==> src/rtl/pipeline_pkg.sv <==
// pipeline_pkg
// Definitions shared by the ID/EX pipeline register, the ID-stage bypass
// network and the write-back stage.
//   SEL_*       : 3-bit write-back source select encodings
//   REG_ADDR_W  : destination address width (bit 5 selects the FP file)
//   ex_data_t   : the data fields carried from ID to EX
package pipeline_pkg;

  localparam int REG_ADDR_W = 6;

  localparam logic [2:0] SEL_ALU = 3'd0;
  localparam logic [2:0] SEL_MEM = 3'd1;
  localparam logic [2:0] SEL_CSR = 3'd2;
  localparam logic [2:0] SEL_PC4 = 3'd3;
  localparam logic [2:0] SEL_FPU = 3'd4;

  // Data fields that are only reloaded when a new instruction is accepted.
  typedef struct packed {
    logic [31:0]           pc;
    logic [31:0]           imm;
    logic [31:0]           rs1_data;
    logic [31:0]           rs2_data;
    logic [31:0]           rs3_data;
    logic [REG_ADDR_W-1:0] rd_addr;
  } ex_data_t;

endpackage

==> src/rtl/sat_counter.sv <==
// sat_counter
// Up-counter that sticks at all-ones instead of wrapping.
//   clk   : clock
//   reset : asynchronous active-high reset, clears the count
//   inc   : count one event this cycle
//   cnt   : current count
module sat_counter #(
  parameter int W = 32
) (
  input  logic         clk,
  input  logic         reset,
  input  logic         inc,
  output logic [W-1:0] cnt
);

  logic [W-1:0] cnt_reg;

  always_ff @(posedge clk or posedge reset) begin
    if (reset) begin
      cnt_reg <= '0;
    end else if (inc && (cnt_reg != {W{1'b1}})) begin
      cnt_reg <= cnt_reg + 1'b1;
    end
  end

  assign cnt = cnt_reg;

endmodule

==> src/rtl/id_ex_stage_reg.sv <==
// id_ex_stage_reg
// Pipeline register between decode and execute. Captures bypassed operands
// and decoded control under a valid/ready handshake, inserts a bubble on a
// load-use hazard and kills its contents on flush.
//   clk, reset                   : clock, asynchronous active-high reset
//   valid_ID / ready_ID          : ID-side handshake (ready_ID combinational)
//   rd_after_ld_hazard, flush    : bubble request, pipeline kill
//   pc_ID .. ctrl_ID             : instruction fields from ID
//   valid_EX / ready_EX          : EX-side handshake
//   pc_EX .. ctrl_EX             : registered instruction fields
//   bubble_cnt, flush_cnt        : saturating event statistics
module id_ex_stage_reg
  import pipeline_pkg::*;
#(
  parameter int CTRL_W = 16,
  parameter int CNT_W  = 32
) (
  input  logic                  clk,
  input  logic                  reset,
  input  logic                  valid_ID,
  output logic                  ready_ID,
  input  logic                  rd_after_ld_hazard,
  input  logic                  flush,
  input  logic [31:0]           pc_ID,
  input  logic [31:0]           imm_ID,
  input  logic [31:0]           rs1_data_ID,
  input  logic [31:0]           rs2_data_ID,
  input  logic [31:0]           rs3_data_ID,
  input  logic                  rd_wena_ID,
  input  logic [REG_ADDR_W-1:0] rd_addr_ID,
  input  logic [2:0]            wb_src_ID,
  input  logic [CTRL_W-1:0]     ctrl_ID,
  output logic                  valid_EX,
  input  logic                  ready_EX,
  output logic [31:0]           pc_EX,
  output logic [31:0]           imm_EX,
  output logic [31:0]           rs1_data_EX,
  output logic [31:0]           rs2_data_EX,
  output logic [31:0]           rs3_data_EX,
  output logic                  rd_wena_EX,
  output logic [REG_ADDR_W-1:0] rd_addr_EX,
  output logic [2:0]            wb_src_EX,
  output logic [CTRL_W-1:0]     ctrl_EX,
  output logic [CNT_W-1:0]      bubble_cnt,
  output logic [CNT_W-1:0]      flush_cnt
);

  logic              valid_reg;
  logic              rd_wena_reg;
  logic [2:0]        wb_src_reg;
  ex_data_t          data_reg;
  logic [CTRL_W-1:0] ctrl_reg;

  logic advance;
  logic empty_slot;
  logic load_en;
  logic bubble_inc;
  logic flush_inc;

  // The slot can take a new value when it is empty or being drained.
  assign advance  = !valid_reg || ready_EX;
  assign ready_ID = advance && !rd_after_ld_hazard && !flush;

  // Flush, bubble and "nothing offered" all leave an invalid slot behind.
  assign empty_slot = flush || (advance && (rd_after_ld_hazard || !valid_ID));
  assign load_en    = ready_ID && valid_ID;

  // A flush outranks a simultaneous hazard, so it suppresses the bubble count.
  assign bubble_inc = advance && rd_after_ld_hazard && !flush;
  assign flush_inc  = flush && valid_reg;

  // Slot-status fields. wb_src is pushed away from SEL_MEM on every invalid
  // slot so the bypass network never sees a phantom load in EX.
  always_ff @(posedge clk or posedge reset) begin
    if (reset) begin
      valid_reg   <= 1'b0;
      rd_wena_reg <= 1'b0;
      wb_src_reg  <= SEL_ALU;
    end else if (empty_slot) begin
      valid_reg   <= 1'b0;
      rd_wena_reg <= 1'b0;
      wb_src_reg  <= SEL_ALU;
    end else if (advance) begin
      valid_reg   <= 1'b1;
      rd_wena_reg <= rd_wena_ID;
      wb_src_reg  <= wb_src_ID;
    end
  end

  // Data fields only move on a real load; bubbles and empty slots keep the
  // old values to avoid needless toggling on the wide operand buses.
  always_ff @(posedge clk or posedge reset) begin
    if (reset) begin
      data_reg <= '0;
      ctrl_reg <= '0;
    end else if (load_en) begin
      data_reg.pc       <= pc_ID;
      data_reg.imm      <= imm_ID;
      data_reg.rs1_data <= rs1_data_ID;
      data_reg.rs2_data <= rs2_data_ID;
      data_reg.rs3_data <= rs3_data_ID;
      data_reg.rd_addr  <= rd_addr_ID;
      ctrl_reg          <= ctrl_ID;
    end
  end

  sat_counter #(.W(CNT_W)) u_bubble_cnt (
    .clk   (clk),
    .reset (reset),
    .inc   (bubble_inc),
    .cnt   (bubble_cnt)
  );

  sat_counter #(.W(CNT_W)) u_flush_cnt (
    .clk   (clk),
    .reset (reset),
    .inc   (flush_inc),
    .cnt   (flush_cnt)
  );

  assign valid_EX    = valid_reg;
  assign rd_wena_EX  = rd_wena_reg;
  assign wb_src_EX   = wb_src_reg;
  assign pc_EX       = data_reg.pc;
  assign imm_EX      = data_reg.imm;
  assign rs1_data_EX = data_reg.rs1_data;
  assign rs2_data_EX = data_reg.rs2_data;
  assign rs3_data_EX = data_reg.rs3_data;
  assign rd_addr_EX  = data_reg.rd_addr;
  assign ctrl_EX     = ctrl_reg;

endmodule

==> config.mk <==
export PLATFORM = sky130hd
export DESIGN_NAME = id_ex_stage_reg
export DESIGN_NICKNAME = d
export VERILOG_FILES = /design/src/rtl/pipeline_pkg.sv /design/src/rtl/sat_counter.sv /design/src/rtl/id_ex_stage_reg.sv
export SDC_FILE = /design/constraint.sdc
export NUM_CORES = 1
export LEC_CHECK = 0
export ABC_AREA = 1
export BUFFER_PORTS_ARGS = -buffer_cell sky130_fd_sc_hd__buf_2
export CELL_PAD_IN_SITES_DETAIL_PLACEMENT = 1
export CELL_PAD_IN_SITES_GLOBAL_PLACEMENT = 1
export CORE_MARGIN = 1
export CORE_UTILIZATION = 36
export CTS_BUF_LIST = sky130_fd_sc_hd__clkbuf_8
export CTS_CLUSTER_SIZE = 28
export DETAILED_ROUTE_END_ITERATION = 10
export GPL_TIMING_DRIVEN = 0
export MAX_ROUTING_LAYER = met4
export PLACE_DENSITY = 0.85
export SETUP_SLACK_MARGIN = 0.1
export SLEW_MARGIN = 25
export SYNTH_ARGS = -nofsm -noshare
export SYNTH_HDL_FRONTEND = slang
export SYNTH_HIERARCHICAL = 1
export SYNTH_SLANG_ARGS = --single-unit
==> constraint.sdc <==
create_clock -name clk -period 8.4 [get_ports clk]
set_input_delay 1.68 -clock clk [delete_from_list [all_inputs] [get_ports clk]]
set_output_delay 1.68 -clock clk [all_outputs]
set_load 0.1 [all_outputs]
==> results of run 1 <==
[final timing paths]
check | to | start | cells past startpoint | slack (ns)
worst max register to register | u_bubble_cnt/cnt[0]$_DFFE_PP0P_ | valid_EX$_DFFE_PP0P_ | 10 | 5.81
min in group asynchronous | pc_EX[12]$_DFFE_PP0P_ | reset | 2 | 1.01
worst max-delay path | ready_ID | flush | 5 | 3.62
worst min-delay path | pc_EX[18]$_DFFE_PP0P_ | pc_EX[18]$_DFFE_PP0P_ | 2 | 0.46
max in group asynchronous | rs2_data_EX[0]$_DFFE_PP0P_ | reset | 4 | 6.31
worst min register to register | pc_EX[18]$_DFFE_PP0P_ | pc_EX[18]$_DFFE_PP0P_ | 2 | 0.46
[stage by stage]
| step | cell area (um2) | setup WS, ns | power [mW] | instances |
|---|---|---|---|---|
| after global placement | 15000 | -0.951 | 3.29 | 2451 |
| after global routing | 16000 | 3.51 | 4.70 | 2554 |
| final | 16000 | 3.62 | 4.53 | 2556 |
| after detailed placement | 15000 | 3.65 | 3.32 | 2453 |
| after floorplan | 12200 | 1.63 | 2.95 | 1561 |
| after CTS | 16000 | 3.63 | 4.56 | 2535 |
[worst reg2reg max path, stage by stage, from the launching register on]
cell      delay (ns)
dfrtp_1         0.43
nand2_2         0.25
clkbuf_1        0.49
nand2_1         0.10
nor2_1          0.41
inv_1           0.14
a21oi_1         0.21
buf_6           0.19
buf_6           0.16
nand2_1         0.06
nand2_1         0.08
[logic make-up after synthesis]
group | share of synthesized area
compound gates | 0.00431
xor+xnor | 0.0173
fa+ha+maj | 0.00205
buf+inv | 0.0600
flops | 0.516
simple gates | 0.401
[power groups by stage]
stage               Clock (mW)  Sequential [mW]  Combinational, mW
floorplan                    0             2.71              0.234
global placement             0             1.50               1.79
detailed placement           0             1.50               1.82
CTS                       1.26             1.49               1.82
global route              1.31             1.51               1.88
finish                    1.23             1.49               1.82
[area by class of cell]
type	instances	area, um2
repair buffers	444	2270
inverters	63	244
well taps	448	561
multi-input cells	1154	5170
clock inverters	25	173
fillers	4305	17400
plain buffers	93	494
flip-flops and latches	251	6280
diodes	21	52.6
clock buffers	57	785
[per-layer routing]
layer,vias up,share of wire
li1,6042,-
met5,-,0
met3,135,0.063
met1,6217,0.40
met2,436,0.49
met4,0,0.051
[layout by cell type, fill, tap and decap left out, types with 3 or more instances in the layout]
cell / instances
clkbuf_8: 57
dfrtp_1: 251
inv_1: 68
nand2_2: 7
diode_2: 21
xnor2_1: 12
nand4_1: 188
buf_2: 492
nand3b_1: 4
nor2_1: 100
buf_8: 4
o21ai_0: 7
nor2_4: 3
nand2_1: 763
clkinv_2: 11
nand3_1: 33
clkbuf_1: 32
inv_2: 4
xor2_1: 12
nand2_4: 4
buf_6: 4
nor2_2: 8
nor3_1: 4
[synth_stat cells]
library cell / count / share of area
buf_4: 2 / 0.0012
nand2_2: 7 / 0.0036
buf_2: 50 / 0.021
ha_1: 2 / 0.0021
xnor2_1: 12 / 0.0086
nor2_8: 2 / 0.0033
o21ai_0: 7 / 0.0029
inv_2: 2 / 0.00062
nand4_1: 188 / 0.097
nand2_1: 763 / 0.24
nor2_2: 8 / 0.0041
nor3_1: 4 / 0.0016
a21oi_1: 2 / 0.00082
xor2_1: 12 / 0.0086
nand3b_4: 2 / 0.0033
nor2_4: 3 / 0.0028
buf_1: 1 / 0.00031
nand2_4: 4 / 0.0037
a21boi_0: 1 / 0.00062
nand3_1: 33 / 0.014
buf_6: 4 / 0.0037
clkbuf_1: 32 / 0.0099
dfrtp_1: 251 / 0.52
nor2_1: 100 / 0.031
nand3b_1: 4 / 0.0025
buf_8: 4 / 0.0049
inv_1: 61 / 0.019
==> results.yml, run 1 <==
timing:
  hold_viol_final: 0
  tns_ns: 0
  max_clock_freq_mhz: 209
  final_max_slew_viol_count: 0
  worstMarginPinSlew_ns: 0.727
  maxSlewHeadroom: 0.515
  timing.hold.ws_ns: 0.463
  rsz0062_at_grt: "false"
  setup-violations-final: 0
  period_share: 0.570
  period_needed_ns: 4.78
  skew_ns: 0.0238
run_status:
  outcome: "finished, final reports clean"
die:
  rows: 67
  num_io_pins: 444
  fp.dieW_um: 186
  die_area_um2: 34600
  core-area_um2: 33400
  start_util: 0.364
  die_y_um: 186
drt:
  drt-total-wl_mm: 47.8
  vias: 12800
  initialDrtViolationCount: 686
  drc: 0
  ant_nets: 0
  avgRoutedWirePerCell_um: 18.7
  dr.pass1.iters: 5
  viasPerCell: 5.02
place:
  gp_routability_congestion: 0.919
  port_buffers: 442
  dp.final_hpwl_mm: 36.1
critical_path:
  critPathLaunchType: "primary input"
  worst_setup_path_end_kind: "output port"
  crit_top_cell: "buf_2"
  path_delay_family: "buffers and inverters"
  arrival_ns: 3.10
  critical_path_class: "primary input to output port"
  crit_fanout: 10
  slowest_delay_ns: 0.48
  cp_cell_sequence: "buf_2, nor2_4, buf_2, a21boi_0, buf_2"
  cp_num_buf_inv: 3
  slowest_stage: "buf_2"
  required_ns: 6.72
clocking:
  clkLatencyLatePin_ns: 0.58
  postCtsSetupBuffers: 0
  holdBufCountCts: 0
  path_clk_slew_ns: 0.06
  cts_resized: 0
  cts_max_path_buffers: 3
  cts_root_buf: "clkbuf_8"
  cts.sinks: 251
  htreeDepth: 2
  numCtsBuffers: 45
  cts_tree: "built"
cells_and_area:
  nNetsFinal: 2246
  final_util: 0.479
  syn2layout_area_growth_pct: 31.6
  final_layout_size_suffix_gt1_frac: 0.291
worst_hold_path:
  hold_path_class: "register to register"
power_and_ir_drop:
  combPwrFrac: 0.401
  power_density_nw_per_um2: 283
  seqPwrFrac: 0.328
  intPower_mw: 2.29
  peakVddDrop_uv: 196
  p_sw_frac: 0.494
  p_leak_nw: 8.90
  p_clk_frac: 0.271
  p_sw_mw: 2.24
synthesis:
  synth_nets: 1755
  syn_area_um2: 12200
  yosys_warnings: 6
  synth.distinct_cells: 27
  ys_ff_latch: 251
  synth.avg_cell_area_um2: 7.80
  yosysSeqAreaShare: 0.516
  netlist_instances: 1561
grt:
  grt_use_met2: 0.456
  met1_usage: 0.314
  globalRoute.busiestLayer: "met2"
  grt_max_degree: 95
  grt_overflow: 0
  antenna_found_initial: 19
  met3_usage: 0.0716
  grt_pass1_wl_mm: 71.8
  grt_pass1_vias: 13200
  track_usage: 0.278
flow_run:
  max_cap_violations: 0
(Power assumes the default switching activity.)
==> run 2: changes to the inputs <==
- clock period: 8.4 -> 4.7 ns (I/O delays scaled with it)
==> run 2 against run 1 <==
- wire length rose by 3.1%
- largest power group unchanged
- highest routed layer unchanged
- cell count hardly changed
- count of clock-buffer cells in the layout rose by 5
==> results.yml, run 2 (synthesis results as in run 1) <==
timing:
  worstMarginPinSlew_ns: 0.731
  final_max_slew_viol_count: 0
  max_clock_freq_mhz: 309
  rsz0062_at_grt: "false"
  skew_ns: 0.0171
  worst_slack_ns: 1.47
  period_share: 0.688
  timing.hold.ws_ns: 0.318
  setup-violations-final: 0
  tns_ns: 0
  hold_viol_final: 0
  period_needed_ns: 3.23
  maxSlewHeadroom: 0.513
critical_path:
  arrival_ns: 2.29
  slowest_delay_ns: 0.46
  critical_path_class: "primary input to output port"
  crit_top_cell: "buf_2"
  cp_cell_sequence: "buf_2, nor2_4, buf_2, a21boi_0, buf_2"
  slowest_stage: "buf_2"
  crit_fanout: 10
  critPathLaunchType: "primary input"
  required_ns: 3.76
  worst_setup_path_end_kind: "output port"
cells_and_area:
  instances_no_fill: 2558
  final_util: 0.482
  postLayoutCellArea_um2: 16100
  final_layout_size_suffix_gt1_frac: 0.292
  final_cell_mix: "nand2_1 (763), buf_2 (492), dfrtp_1 (251), nand4_1 (188), nor2_1 (100)"
  syn2layout_area_growth_pct: 32.2
  final_common_cell: "nand2_1"
  nNetsFinal: 2251
die:
  fp.dieW_um: 186
  core-area_um2: 33400
  rows: 67
  start_util: 0.364
  num_io_pins: 444
  die_y_um: 186
  die_area_um2: 34600
power_and_ir_drop:
  power_density_nw_per_um2: 502
  peakVddDrop_uv: 300
  intPower_mw: 4.08
  p_leak_nw: 8.94
  p_clk_frac: 0.267
  total_power_mw: 8.09
  p_sw_mw: 4.02
  combPwrFrac: 0.404
  seqPwrFrac: 0.328
  p_sw_frac: 0.496
clocking:
  htreeDepth: 2
  postCtsSetupBuffers: 0
  path_clk_slew_ns: 0.06
  cts_resized: 0
  clkLatencyLatePin_ns: 0.58
  holdBufCountCts: 0
  cts_tree: "built"
  cts_max_path_buffers: 3
  cts.sinks: 251
  cts_root_buf: "clkbuf_8"
  numCtsBuffers: 45
grt:
  globalRoute.busiestLayer: "met2"
  grt_use_met2: 0.491
  track_usage: 0.290
  grt_pass1_vias: 13500
  grt_overflow: 0
  met1_usage: 0.315
  grt_max_degree: 33
  grt_pass1_wl_mm: 74.4
  antenna_found_initial: 15
  met3_usage: 0.0714
place:
  dp_cells: 2458
  gp_routability_congestion: 0.901
  place_area_um2: 15100
  dp.final_hpwl_mm: 37.7
  port_buffers: 442
  pre_cts_slack_ns: 1.46
run_status:
  outcome: "finished, final reports clean"
drt:
  ant_nets: 0
  drc: 0
  dr.pass1.iters: 5
  drt-total-wl_mm: 49.3
  viasPerCell: 5.09
  avgRoutedWirePerCell_um: 19.3
  vias: 13000
  initialDrtViolationCount: 588
worst_hold_path:
  hold_path_class: "primary input to asynchronous set/reset pin"
flow_run:
  max_cap_violations: 0
==> run 2: cell types whose count changed in the layout (fill, tap and decap cells not counted) <==
| cell | change |
|---|---|
| buf_12 | +6 |
| buf_16 | -1 |
| bufinv_16 | -2 |
| clkbuf_8 | +5 |
| clkinv_2 | -6 |
| clkinvlp_4 | +1 |
| diode_2 | -2 |
| inv_1 | +1 |
| inv_6 | -1 |
| inv_8 | +1 |
==> run 2: final cells by class <==
cell class | count | area [um2]
Antenna cell | 19 | 47.5
Fill cell | 4285 | 17300
Timing Repair Buffer | 449 | 2360
Clock inverter | 19 | 100
Tap cell | 448 | 561
Clock buffer | 62 | 853
Buffer | 93 | 494
Multi-Input combinational cell | 1154 | 5170
Sequential cell | 251 | 6280
Inverter | 63 | 240
==> run 2: worst max-delay path, delay by kind of cell <==
kind / cells / cell delay (ns)
buffers and inverters: 3 / 0.89
and+or+nand+nor: 1 / 0.26
AOI/OAI and AO/OA: 1 / 0.19
==> run 2: power groups by stage <==
| stage | Sequential (mW) | Clock [mW] | Combinational (mW) |
|---|---|---|---|
| finish | 2.65 | 2.16 | 3.27 |
| global route | 2.69 | 2.30 | 3.38 |
| detailed placement | 2.68 | 0 | 3.27 |
| floorplan | 4.84 | 0 | 0.419 |
| global placement | 2.67 | 0 | 3.21 |
| CTS | 2.65 | 2.22 | 3.28 |
==> run 2: per-layer routing <==
| metal | share of wire | up-vias |
|---|---|---|
| li1 | - | 6059 |
| met1 | 0.39 | 6377 |
| met2 | 0.50 | 437 |
| met3 | 0.060 | 149 |
| met4 | 0.051 | 0 |
| met5 | 0 | - |
==> run 2: final timing paths <==
check,start,endpoint,slack [ns],cells past startpoint
worst max-delay path,flush,ready_ID,1.47,5
worst min-delay path,reset,pc_EX[13]$_DFFE_PP0P_,0.32,2
worst max register to register,valid_EX$_DFFE_PP0P_,u_bubble_cnt/cnt[8]$_DFFE_PP0P_,2.09,10
worst min register to register,pc_EX[3]$_DFFE_PP0P_,pc_EX[3]$_DFFE_PP0P_,0.47,2
max in group asynchronous,reset,rs1_data_EX[12]$_DFFE_PP0P_,3.51,5
min in group clk,pc_EX[3]$_DFFE_PP0P_,pc_EX[3]$_DFFE_PP0P_,0.47,2
==> run 3: changes to the inputs <==
- CORE_UTILIZATION: 36 -> 33
- PLACE_DENSITY: 0.85 -> 0.82
- clock period: 4.7 -> 2.9 ns (I/O delays scaled with it)
==> run 3 against run 2 <==
- flip-flop and latch count did not move
- count of clock-buffer cells in the layout did not move
- first-iteration DRC count fell by 7.5%
- power rose by 63%
- worst setup slack got worse by 1.1 ns
- cell count rose by 1.0%
- sequential share of layout area fell by 0.14 points
- die area rose by 9.0%
- wire length fell by 1.1%
- critical path depth did not move
- highest routed layer unchanged
- sequential power rose by 62%
==> results.yml, run 3 (synthesis results as in run 1) <==
run_status:
  outcome: "finished, final reports clean"
drt:
  dr.pass1.iters: 4
  viasPerCell: 4.99
  wl_met3_mm: 3.27
  drt-total-wl_mm: 48.8
  initialDrtViolationCount: 544
  drc: 0
  vias: 12900
  wl_met1_mm: 18.9
  avgRoutedWirePerCell_um: 18.9
  routed.top_layer: "met4"
  route.met2.wl_mm: 24.4
  ant_nets: 0
place:
  port_buffers: 442
  dp.final_hpwl_mm: 37.0
  gp_routability_congestion: 0.907
  pre_cts_slack_ns: -0.00896
cells_and_area:
  syn2layout_area_growth_pct: 32.7
  final_common_cell: "nand2_1"
  final_layout_size_suffix_gt1_frac: 0.292
  final_cell_mix: "nand2_1 (763), buf_2 (492), dfrtp_1 (251), nand4_1 (188), nor2_1 (100)"
  final_util: 0.444
  nNetsFinal: 2254
critical_path:
  path_delay_family: "buffers and inverters"
  cp_cell_sequence: "buf_2, nor2_4, buf_2, a21boi_2, buf_2"
  slowest_stage: "buf_2"
  arrival_ns: 1.91
  required_ns: 2.32
  worst_setup_path_end_kind: "output port"
  crit_top_cell: "buf_2"
  r2r-start: "valid_EX$_DFFE_PP0P_"
  reg2reg_to: "u_bubble_cnt/cnt[8]$_DFFE_PP0P_"
  critPathLaunchType: "primary input"
  crit_fanout: 10
  reg2regPathDepth: 9
  r2r_slack_ns: 0.64
  cp_num_buf_inv: 3
  critical_path_class: "primary input to output port"
  slowest_delay_ns: 0.45
timing:
  worstMarginPinSlew_ns: 0.775
  maxSlewHeadroom: 0.484
  setup-violations-final: 0
  worst_slack_ns: 0.407
  max_clock_freq_mhz: 401
  period_needed_ns: 2.49
  rsz0062_at_grt: "false"
  tns_ns: 0
  period_share: 0.860
  skew_ns: 0.0335
  hold_viol_final: 0
  final_max_slew_viol_count: 0
worst_hold_path:
  holdPathEnd: "wb_src_EX[2]$_DFFE_PP0P_"
  worstHoldStart: "wb_src_ID[2]"
  min_path_cells: 3
  hold_path_class: "primary input to register"
die:
  die_area_um2: 37700
  core-area_um2: 36400
  rows: 70
  fp.dieW_um: 194
  num_io_pins: 444
  start_util: 0.334
  die_y_um: 194
clocking:
  htreeDepth: 2
  path_clk_slew_ns: 0.06
  cts_tree: "built"
  cts.sinks: 251
  postCtsSetupBuffers: 0
  numCtsBuffers: 48
  cts_max_path_buffers: 3
  clkLatencyLatePin_ns: 0.63
  cts_resized: 0
  cts_root_buf: "clkbuf_8"
grt:
  antenna_found_initial: 20
  grt_pass1_wl_mm: 75.7
  track_usage: 0.266
  grt_pass1_vias: 13800
  grt_max_degree: 33
  grt_overflow: 0
power_and_ir_drop:
  peakVddDrop_uv: 514
  p_leak_nw: 8.97
  power_density_nw_per_um2: 813
flow_run:
  max_cap_violations: 0
[run 3: report_power, final]
part / internal (mW) / switching, mW / leakage [nW]
Clock: 1.92 / 1.64 / 0.563
Combinational: 0.709 / 4.58 / 5.19
Sequential: 3.99 / 0.319 / 3.21
Total: 6.61 / 6.54 / 8.97
[run 3: through the flow]
step           total power, mW  hold slack [ns]  cell area [um2]  instances
6_report                  13.2            0.200            16200       2584
5_1_grt                   13.6            0.186            16200       2584
4_1_cts                   13.3            0.153            16100       2565
3_5_place_dp              9.64            0.454            15100       2478
3_3_place_gp              9.52            0.450            15000       2471
2_1_floorplan             8.53            0.690            12200       1561
[run 3: final cells by class]
| type | count | area, um2 |
|---|---|---|
| antenna | 20 | 50.0 |
| buffer | 92 | 490 |
| clock buffer | 62 | 853 |
| clock inverter | 24 | 115 |
| fill | 4666 | 20300 |
| inverter | 63 | 240 |
| multi-input combinational | 1154 | 5170 |
| sequential | 251 | 6280 |
| tap | 468 | 586 |
| timing repair buffer | 450 | 2380 |
[run 3: worst min-delay path, stage by stage]
cell	delay, ns
buf_2	0.07
nand4_1	0.08
nand2_1	0.06
[run 3: routing by layer]
metal	up-vias	GRT usage
met5	-	-
met3	127	0.0698
met4	0	0.149
met2	410	0.445
met1	6299	0.286
li1	6055	-
[run 3: how the worst max path moves through the flow]
| stage | depth (start not counted) | end | slack [ns] | startpoint |
|---|---|---|---|---|
| detailed placement | 12 | u_bubble_cnt/cnt[10]$_DFFE_PP0P_ | -0.009 | ready_EX |
| finish | 5 | ready_ID | 0.41 | flush |
| global route | 5 | ready_ID | 0.35 | flush |
| CTS | 10 | u_bubble_cnt/cnt[10]$_DFFE_PP0P_ | 0.22 | valid_EX$_DFFE_PP0P_ |
| global placement | 2 | rs2_data_EX[12]$_DFFE_PP0P_ | -1.43 | reset |
| floorplan | 1 | ctrl_EX[0]$_DFFE_PP0P_ | -0.09 | reset |
[run 3: repair_timing]
| action | CTS | global route |
|---|---|---|
| hold buffers | 1 | 0 |
| endpoints found under the hold margin | 6 | 0 |
| endpoints found under the setup margin | 0 | 20 |
